`src/rtl/fetch_sequencer.sv`:
```
// rtl/fetch_sequencer.sv - IF-stage sequencer: PC enable/select, redirect buffering, IF/ID flush control
// Optional performance counters are built when FETCH_PERF_CNT_EN is defined.
module fetch_sequencer #(
    parameter int FLUSH_CYCLES = 1,
    parameter int ADDR_WIDTH   = 32
) (
    input  logic                  Clock,
    input  logic                  Reset,
    input  logic                  StallReq,
    input  logic                  BranchTaken,
    input  logic [ADDR_WIDTH-1:0] BranchDest,
    input  logic                  JumpTaken,
    input  logic [ADDR_WIDTH-1:0] JumpDest,
    input  logic                  MemReady,
    output logic                  WriteEnable,
    output logic                  Jump,
    output logic                  Branch,
    output logic [ADDR_WIDTH-1:0] Target,
    output logic                  IFIDWrite,
    output logic                  IFIDFlush,
    output logic [15:0]           StallCount,
    output logic [15:0]           FlushCount
);

    typedef enum logic [1:0] {
        RUN   = 2'd0,
        STALL = 2'd1,
        WAIT  = 2'd2,
        FLUSH = 2'd3
    } state_t;

    localparam logic [2:0] CNT_RELOAD = 3'(FLUSH_CYCLES - 1);

    state_t                  state;
    logic [2:0]              cnt;
    logic [ADDR_WIDTH-1:0]   pending_dest;
    logic                    pending_jump;

    logic                    redir_req;
    logic                    redir_jump;
    logic [ADDR_WIDTH-1:0]   redir_dest;
    logic                    sel_jump;
    logic [ADDR_WIDTH-1:0]   sel_dest;
    logic                    apply;

    // The branch is the older instruction, so it always wins over a jump.
    // In WAIT a jump may only replace a buffered jump, never a buffered branch.
    always_comb begin
        redir_req  = BranchTaken | JumpTaken;
        redir_jump = ~BranchTaken;
        redir_dest = BranchTaken ? BranchDest : JumpDest;
        sel_jump   = redir_jump;
        sel_dest   = redir_dest;
        if (state == WAIT) begin
            sel_jump = pending_jump;
            sel_dest = pending_dest;
            if (BranchTaken) begin
                sel_jump = 1'b0;
                sel_dest = BranchDest;
            end else if (JumpTaken && pending_jump) begin
                sel_jump = 1'b1;
                sel_dest = JumpDest;
            end
        end
        apply = MemReady & ((state == WAIT) | redir_req);
    end

    always_comb begin
        WriteEnable = 1'b0;
        IFIDWrite   = 1'b0;
        IFIDFlush   = 1'b0;
        Jump        = 1'b0;
        Branch      = 1'b0;
        Target      = '0;
        if (Reset) begin
            IFIDFlush = 1'b1;
        end else if (apply) begin
            WriteEnable = 1'b1;
            IFIDWrite   = 1'b1;
            IFIDFlush   = 1'b1;
            Jump        = sel_jump;
            Branch      = ~sel_jump;
            Target      = sel_dest;
        end else begin
            case (state)
                WAIT: begin
                end
                FLUSH: begin
                    WriteEnable = MemReady;
                    IFIDWrite   = 1'b1;
                    IFIDFlush   = 1'b1;
                end
                default: begin
                    WriteEnable = MemReady & ~StallReq;
                    IFIDWrite   = MemReady & ~StallReq;
                end
            endcase
        end
    end

    always_ff @(posedge Clock or posedge Reset) begin
        if (Reset) begin
            state        <= RUN;
            cnt          <= '0;
            pending_dest <= '0;
            pending_jump <= 1'b0;
        end else if (apply) begin
            cnt          <= CNT_RELOAD;
            state        <= (FLUSH_CYCLES > 1) ? FLUSH : RUN;
            pending_dest <= '0;
            pending_jump <= 1'b0;
        end else if (state != WAIT && redir_req) begin
            // Memory busy: park the redirect until the outstanding fetch returns.
            pending_dest <= redir_dest;
            pending_jump <= redir_jump;
            state        <= WAIT;
        end else begin
            case (state)
                WAIT: begin
                    pending_dest <= sel_dest;
                    pending_jump <= sel_jump;
                end
                FLUSH: begin
                    if (MemReady) begin
                        if (cnt <= 3'd1) begin
                            state <= RUN;
                            cnt   <= '0;
                        end else begin
                            cnt <= cnt - 3'd1;
                        end
                    end
                end
                default: state <= StallReq ? STALL : RUN;
            endcase
        end
    end

`ifdef FETCH_PERF_CNT_EN
    logic [15:0] stall_cnt;
    logic [15:0] flush_cnt;

    always_ff @(posedge Clock or posedge Reset) begin
        if (Reset) begin
            stall_cnt <= '0;
            flush_cnt <= '0;
        end else begin
            if (!WriteEnable && stall_cnt != 16'hFFFF)
                stall_cnt <= stall_cnt + 16'd1;
            if (IFIDFlush && flush_cnt != 16'hFFFF)
                flush_cnt <= flush_cnt + 16'd1;
        end
    end

    assign StallCount = stall_cnt;
    assign FlushCount = flush_cnt;
`else
    assign StallCount = '0;
    assign FlushCount = '0;
`endif

endmodule

```
`config.mk`:
```
export PLATFORM = sky130hd
export DESIGN_NAME = fetch_sequencer
export DESIGN_NICKNAME = d
export VERILOG_FILES = /design/src/rtl/fetch_sequencer.sv
export SDC_FILE = /design/constraint.sdc
export NUM_CORES = 1
export LEC_CHECK = 0
export CAP_MARGIN = 20
export CORE_AREA = 2 2 92 94
export DETAILED_ROUTE_END_ITERATION = 6
export DIE_AREA = 0 0 94 96
export GPL_ROUTABILITY_DRIVEN = 0
export PLACE_DENSITY = 0.86
export SLEW_MARGIN = 10
export SYNTH_ARGS = -nofsm -noshare
export SYNTH_HDL_FRONTEND = slang
export SYNTH_SLANG_ARGS = --single-unit
```
`constraint.sdc`:
```
create_clock -name Clock -period 3 [get_ports Clock]
set_input_delay 0.75 -clock Clock [delete_from_list [all_inputs] [get_ports Clock]]
set_output_delay 0.75 -clock Clock [all_outputs]
set_load 0.02 [all_outputs]
```
Word level (Yosys, flattened, before mapping)
Cells that the tools add are included.
{"block": "word_totals", "regBits": 38, "in_bits": 70, "out_inout_bits": 69, "wordCells": 66}
{"block": "op_classes", "addsub": 1, "order_cmp": 1, "n_eq_ne": 7, "muxes": 39, "bitwise": 7, "reduce_logical": 7}
{"op": "two-way mux 32 bit", "n": 9}
{"op": "two-way mux 1 bit", "n": 18}
{"op": "two-way mux 3 bit", "n": 5}
{"op": "two-way mux 2 bit", "n": 4}
{"op": "!= test 4 bit, second input constant", "n": 2}
{"op": "AND reduction 3 bit", "n": 2}
{"op": "== test 2 bit, second input constant", "n": 2}
{"op": "!= test 2 bit, second input constant", "n": 2}
{"op": "case mux 1 bit (2 select lines)", "n": 2}
{"op": "case mux 2 bit (2 select lines)", "n": 1}
{"op": "nonzero test 2 bit", "n": 2}
{"op": "less-or-equal comparator 3 x 1 -> 1 bit, second input constant", "n": 1}
{"op": "!= test 3 x 2 -> 1 bit, second input constant", "n": 1}
{"op": "NOT 1 bit", "n": 3}
{"op": "nonzero test 3 bit", "n": 1}
{"op": "subtractor 3 x 1 -> 3 bit, second input constant", "n": 1}
{"op": "AND 1 bit", "n": 2}
{"op": "logical AND 1 bit", "n": 2}
{"op": "bitwise OR 1 bit", "n": 2}

Longest topological paths before layout
Gate-level depths: netlist (run 1).
{"block": "depth", "ltp_word": 7, "ltp_mapped": 7, "depth_no_buf": 5}

Worst setup path after synthesis (run 1)
OpenSTA, ideal clock, no wires.
{"block": "synth_path", "kind": "input to output", "from": "input port Reset", "to": "output port Target[12]", "t_arrival_ns": 2.549, "t_required_ns": 2.250, "slack_ns": -0.299, "stages": 4, "path_buffers": 1, "cell_sequence": "inv_1 > o211ai_4 > buf_2 > nor3_1"}
{"block": "synth_between", "elab_chain_len": 1}
{"element": "from (decl)", "line": "8", "text": "input logic Reset,"}
{"element": "two-way mux 32 bit", "line": "75", "text": "if (Reset) begin"}
{"element": "to (decl)", "line": "18", "text": "output logic [ADDR_WIDTH-1:0] Target,"}
Every way passes these cells.

Worst setup path after layout (run 1)
{"block": "layout_path", "from": "input port JumpTaken", "to": "output port Target[10]"}
{"block": "layout_between", "elab_chain_len": 6, "elab_cells_between_ends": 9, "cone_classes": "mux: 5; bitwise: 3; reduce/logical: 1"}
{"element": "from (decl)", "line": "12", "text": "input logic JumpTaken,"}
{"element": "logical AND 1 bit", "line": "60", "text": "end else if (JumpTaken && pending_jump) begin"}
{"element": "two-way mux 32 bit", "line": "60"}
{"element": "two-way mux 32 bit", "line": "57", "text": "if (BranchTaken) begin"}
{"element": "two-way mux 32 bit", "line": "54", "text": "if (state == WAIT) begin"}
{"element": "two-way mux 32 bit *", "line": "77", "text": "end else if (apply) begin"}
{"element": "two-way mux 32 bit *", "line": "75"}
Mark *: on every way between the ends. The rest lies on a longest branch, timed or not.

==> flow_metrics.py, run 1 <==
metrics = {
    "route": {
        "antenna_left": 0,
        "drt_iter0_markers": 223,
        "drc": 0,
        "avgViaCountPerCell": 5.70,
        "first_pass_iters": 5,
        "drt-total-wl_mm": 10.6,
        "num_vias": 3600,
        "wire_per_inst_um": 16.7,
    },
    "layout": {
        "stdcell_area_um2": 4820,
        "nNetsFinal": 599,
        "diodes": 0,
        "drive_above_1_share": 0.277,
        "fin_cells": 632,
        "area_delta_synth_final_pct": 40.7,
    },
    "yosys": {
        "syn_area_per_cell_um2": 8.62,
        "yosysSeqAreaShare": 0.277,
        "synth_cell_type_count": 40,
        "syn_area_um2": 3430,
        "synth.top_cell.area_share": 0.277,
        "yosys_warnings": 0,
        "synth-edff-count": 0,
        "ys.flop_type": "dfrtp_1",
        "yosys-top-cells-area": "dfrtp_1 (28%), buf_4 (7.7%), mux2_2 (4.9%), a211oi_2 (4.4%), mux2i_1 (4.4%)",
        "syn_inst": 398,
        "async_flop_share": 1.00,
        "synth_seq_cells": 38,
        "synth_largest_area_cell": "dfrtp_1",
    },
    "cts": {
        "cts_root_buf": "clkbuf_8",
        "clk_pin_slew_ns": 0.08,
        "cts_made_buffers": 5,
        "cts_buffer_depth": 2,
        "clkLatencyLatePin_ns": 0.30,
        "htreeDepth": 2,
        "cts_tree": "done",
        "cts_sinks": 38,
    },
    "grt": {
        "grt_first_pass_wirelength_mm": 16.8,
        "track_usage": 0.235,
        "grt_pass1_vias": 3489,
        "grt.overflow.total": 0,
        "antenna_found_initial": 0,
        "grt_start_max_net_pins": 44,
    },
    "run": {
        "cap_viol_max_count": 0,
    },
    "power_and_ir_drop": {
        "switchingPower_uw": 563,
        "pwr-share-clk": 0.223,
        "internal_power_uw": 1020,
        "power_frac_comb": 0.405,
        "switching_share": 0.356,
        "power_per_cell_area_nw_per_um2": 328,
        "vdd_drop_max_uv": 155,
        "p_leak_uw": 0.00215,
        "seqPwrFrac": 0.372,
    },
    "setup_path": {
        "crit_required_ns": 2.25,
        "cp.arrival_ns": 2.22,
        "critical_path_peak_fanout": 10,
        "critPathKind": "input port to output port",
        "endpoint_kind": "output port",
        "critPathLaunchType": "input port",
    },
    "outcome": {
        "status": "completed",
    },
    "hold_path": {
        "hp-class": "register to register",
    },
    "sta": {
        "hold_ws_ns": 0.489,
        "finalCriticalPeriod_ns": 2.97,
        "hold_viol_final": 0,
        "relSlewSlack": 0.648,
        "worstMarginPinSlew_ns": 0.521,
        "rsz0062_at_grt": "no",
        "min_period_over_period": 0.990,
        "drv_slew": 0,
        "finalClockSkew_ns": 0.00693,
        "max_freq_mhz": 337,
        "setup_violations": 0,
    },
    "place": {
        "dpl_cell_area_um2": 4750,
        "dp_cells": 620,
        "port_buffers": 106,
        "dp_hpwl_mm": 7.69,
    },
    "floorplan": {
        "top_level_ports": 139,
        "die_x_um": 94,
        "die-area_um2": 9020,
        "core-area_um2": 8050,
        "rows": 33,
        "die_y_um": 96,
        "start_util": 0.426,
    },
}
## layout make-up
cell class | instances | area [um^2]
Tap cell | 105 | 131
Fill cell | 709 | 3230
Sequential cell | 38 | 951
Clock buffer | 5 | 68.8
Multi-Input combinational cell | 317 | 2200
Timing Repair Buffer | 160 | 1440
Inverter | 5 | 22.5
Clock inverter | 2 | 10.0
## synth_stat cells, types with 15 or more instances
| cell | count |
|---|---|
| mux2_2 | 15 |
| buf_2 | 23 |
| nor2_1 | 39 |
| dfrtp_1 | 38 |
| and3_1 | 17 |
| buf_4 | 35 |
| nand2b_1 | 18 |
| o221ai_1 | 15 |
| mux2i_1 | 15 |
| nor3_1 | 18 |
| a32oi_1 | 15 |
| o31ai_1 | 16 |
| nand2_1 | 22 |
| nand3_1 | 16 |
| nor2b_1 | 17 |
## cell families after synthesis
| kind of cell | share of synthesized area |
|---|---|
| AOI/OAI and AO/OA | 0.252 |
| adders and majority gates | 0.00730 |
| buffers and inverters | 0.135 |
| DFF | 0.277 |
| muxes | 0.0930 |
| other | 0.00109 |
| and+or+nand+nor | 0.235 |
## cells in the final DEF, fill, tap and decap left out, types with 3 or more instances in the layout
master and n:
o311ai_2 4, mux2_2 15, nor2_1 39, nor2b_1 17
conb_1 32, o41ai_2 3, clkdlybuf4s15_2 6, a21oi_1 3
clkdlybuf4s50_1 66, and3_1 17, nand3_1 16, o311ai_1 10
buf_6 3, nor3_2 3, o31ai_1 16, inv_1 4
a32oi_1 15, dfrtp_1 38, buf_12 8, nand2_1 22
clkbuf_2 15, mux2i_1 15, a211oi_1 3, a211oi_2 14
buf_2 13, nand2b_1 18, buf_4 44, nor3_1 15
dlygate4sd2_1 4, o21ai_0 5, clkbuf_8 5, o221ai_1 15
## registers in the layout, indices dropped and copies added, names as in the netlist
signal / flops
pending_jump: 1
cnt: 3
pending_dest: 32
state: 2
## repair_timing
item	4_1_cts	5_1_grt
setup buffers	5	0
cloned	0	0
pin swaps	1	0
endpoints found under the setup margin	37	30
hold buffers	0	0
resized for setup	118	39
## worst paths after layout
kind	from	endpoint	slack (ns)	depth (start not counted)
worst max-delay path	JumpTaken	Target[10]	0.03	7
worst min-delay path	pending_dest[9]$_DFFE_PP0P_	pending_dest[9]$_DFFE_PP0P_	0.49	2
worst max register to register	state[0]$_DFFE_PP0P_	pending_dest[24]$_DFFE_PP0P_	1.14	5
worst min register to register	pending_dest[9]$_DFFE_PP0P_	pending_dest[9]$_DFFE_PP0P_	0.49	2
max in group asynchronous	Reset	pending_dest[22]$_DFFE_PP0P_	1.84	4
min in group asynchronous	Reset	pending_dest[13]$_DFFE_PP0P_	0.81	4
## routing by layer
metal	GRT usage	up-vias	part of all wire
met4	0.0628	0	0.012
met2	0.421	168	0.51
met5	0	-	0
met3	0.0493	13	0.081
li1	-	1692	-
met1	0.286	1727	0.40
## through the flow
step	power (uW)	util	setup WS [ns]	setup TNS [ns]
4_1_cts	1580	0.604	0.00120	0
2_1_floorplan	977	-	0.160	0
3_3_place_gp	1210	0.590	-0.520	-16.30
3_5_place_dp	1230	0.590	-0.587	-16.87
5_1_grt	1660	0.599	0.0000138	0
6_report	1580	0.599	0.0293	0
## power by group through the flow
stage	combinational [uW]	clock [uW]	sequential, uW
floorplan	387	0	590
global placement	620	0	593
detailed placement	637	0	598
CTS	638	357	588
global route	690	377	595
finish	642	353	589
## critical path, stage by stage
cell and delay, ns:
dlygate4sd2_1 0.30, or2_4 0.29, o211ai_4 0.27, buf_6 0.15
buf_6 0.13, nor3_1 0.07, clkdlybuf4s15_2 0.26
(Power assumes the default switching activity.)
==> inputs of run 2 (changes only) <==
--- a/config.mk
+++ b/config.mk
@@ -5,12 +5,14 @@
 export SDC_FILE = /design/constraint.sdc
 export NUM_CORES = 1
 export LEC_CHECK = 0
+export ABC_CLOCK_PERIOD_IN_PS = 3000
 export CAP_MARGIN = 20
 export CORE_AREA = 2 2 92 94
 export DETAILED_ROUTE_END_ITERATION = 6
 export DIE_AREA = 0 0 94 96
 export GPL_ROUTABILITY_DRIVEN = 0
 export PLACE_DENSITY = 0.86
+export REMOVE_ABC_BUFFERS = 1
 export SLEW_MARGIN = 10
 export SYNTH_ARGS = -nofsm -noshare
 export SYNTH_HDL_FRONTEND = slang
==> run 2 against run 1 <==
  * Final cell count increased by 2.5%
  * Critical path depth increased by 1
  * Clock skew about the same
  * Count of clock-buffer cells in the layout increased by 2
  * Fmax increased by 1.2%
  * Wire length increased by 0.38%
  * Sequential share of layout area decreased by 0.41 points
  * Register-to-register slack got worse by 0.05 ns
  * Combinational power increased by 3.3%
  * Highest routed layer unchanged
==> flow_metrics.py, run 2 (synthesis gave the netlist of run 1 again) <==
metrics = {
    "outcome": {
        "status": "completed",
    },
    "power_and_ir_drop": {
        "vdd_drop_max_uv": 160,
        "power_per_cell_area_nw_per_um2": 322,
        "p_leak_uw": 0.00224,
    },
    "layout": {
        "stdcell_area_um2": 4930,
        "seq_area_um2": 951,
        "drive_above_1_share": 0.260,
        "largest-register": "pending_dest",
        "area_delta_synth_final_pct": 43.7,
        "final_util": 0.612,
        "reg_top3": "pending_dest x32, cnt x3, state x2",
        "fillers": 698,
        "multiInputGateArea_um2": 2180,
        "nNetsFinal": 615,
        "final_cell_mix": "clkdlybuf4s50_1 (66), buf_4 (66), nor2_1 (39)",
        "largest_register_ffs": 32,
        "diodes": 0,
    },
    "grt": {
        "grt.overflow.total": 0,
        "antenna_found_initial": 0,
        "grt_first_pass_wirelength_mm": 17.1,
        "grt_start_max_net_pins": 39,
        "track_usage": 0.236,
        "grt_pass1_vias": 3661,
    },
    "floorplan": {
        "core-area_um2": 8050,
        "start_util": 0.426,
        "top_level_ports": 139,
        "rows": 33,
        "die_x_um": 94,
        "die_y_um": 96,
        "die-area_um2": 9020,
    },
    "sta": {
        "finalClockSkew_ns": 0.00712,
        "fin_setup_tns_ns": 0,
        "rsz0062_at_grt": "yes",
        "worstMarginPinSlew_ns": 0.515,
        "setup_violations": 0,
        "finalCriticalPeriod_ns": 2.94,
        "max_freq_mhz": 341,
        "drv_slew": 0,
        "hold_viol_final": 0,
        "min_period_over_period": 0.979,
        "relSlewSlack": 0.652,
    },
    "route": {
        "num_vias": 3674,
        "drc": 0,
        "drt_iter0_markers": 176,
        "drt-total-wl_mm": 10.6,
        "wire_per_inst_um": 16.4,
        "antenna_left": 0,
        "avgViaCountPerCell": 5.67,
        "first_pass_iters": 5,
    },
    "place": {
        "dpl_cell_area_um2": 4800,
        "dp_hpwl_mm": 7.65,
        "port_buffers": 106,
    },
    "cts": {
        "cts_tree": "done",
        "htreeDepth": 2,
        "clkLatencyLatePin_ns": 0.29,
        "holdBufCountCts": 0,
        "cts_buffer_depth": 2,
        "cts_made_buffers": 5,
        "clk_pin_slew_ns": 0.07,
        "cts_root_buf": "clkbuf_8",
        "cts_sinks": 38,
    },
    "run": {
        "cap_viol_max_count": 0,
    },
    "hold_path": {
        "hp-class": "register to register",
        "holdPathStages": 2,
    },
    "setup_path": {
        "critPathKind": "input port to output port",
        "critical_path_peak_fanout": 8,
        "crit_required_ns": 2.25,
        "r2r_cells": 6,
        "cp.arrival_ns": 2.19,
        "critPathLaunchType": "input port",
        "endpoint_kind": "output port",
    },
}
[run 2: cell type report]
cell class | instances | area share
multi-input cells | 317 | 0.442
clock buffers | 7 | 0.0155
repair buffers | 176 | 0.319
well taps | 105 | 0.0267
flip-flops and latches | 38 | 0.193
inverters | 5 | 0.00381
[run 2: per-layer routing]
metal / track usage / part of all wire / vias to the layer above
li1: - / - / 1713
met1: 0.292 / 0.41 / 1801
met2: 0.413 / 0.52 / 146
met3: 0.0446 / 0.059 / 14
met4: 0.0821 / 0.012 / 0
met5: 0 / 0 / -
[run 2: final timing paths]
path                                         startpoint  slack, ns                            to
setup / recovery                              JumpTaken       0.06                     Target[5]
hold / removal             pending_dest[28]$_DFFE_PP0P_       0.49  pending_dest[28]$_DFFE_PP0P_
setup reg to reg                   state[0]$_DFFE_PP0P_       1.09   pending_dest[6]$_DFFE_PP0P_
hold reg to reg            pending_dest[28]$_DFFE_PP0P_       0.49  pending_dest[28]$_DFFE_PP0P_
max in group asynchronous                         Reset       1.56  pending_dest[25]$_DFFE_PP0P_
min in group asynchronous                         Reset       1.08          state[0]$_DFFE_PP0P_
[run 2: power by group]
| group | switching, uW | internal, uW |
|---|---|---|
| Sequential | 28.2 | 561 |
| Clock | 174 | 160 |
| Combinational | 341 | 322 |
| Total | 543 | 1040 |
[run 2: through the flow]
step / hold slack [ns] / setup WS [ns] / instances / power, uW
3_5_place_dp: 0.475 / -0.701 / 632 / 1250
2_1_floorplan: 0.440 / -0.455 / 360 / 900
5_1_grt: 0.516 / -0.00987 / 648 / 1680
6_report: 0.493 / 0.0636 / 648 / 1590
4_1_cts: 0.491 / -0.0373 / 642 / 1580
3_3_place_gp: 0.453 / -0.604 / 632 / 1230
[run 2: worst max-delay path, cell delays in order]
cell and delay [ns]:
buf_2 0.16, or2_4 0.28, o211ai_4 0.25, buf_4 0.16
buf_6 0.09, buf_4 0.17, nor2_1 0.06, clkdlybuf4s15_2 0.26
[run 2: timing repair]
action / in CTS / in global routing
pin swaps: 1 / 0
endpoints found under the setup margin: 37 / 9
gates resized for setup: 109 / 11
gates cloned: 0 / 0
buffers inserted: 3 / 6
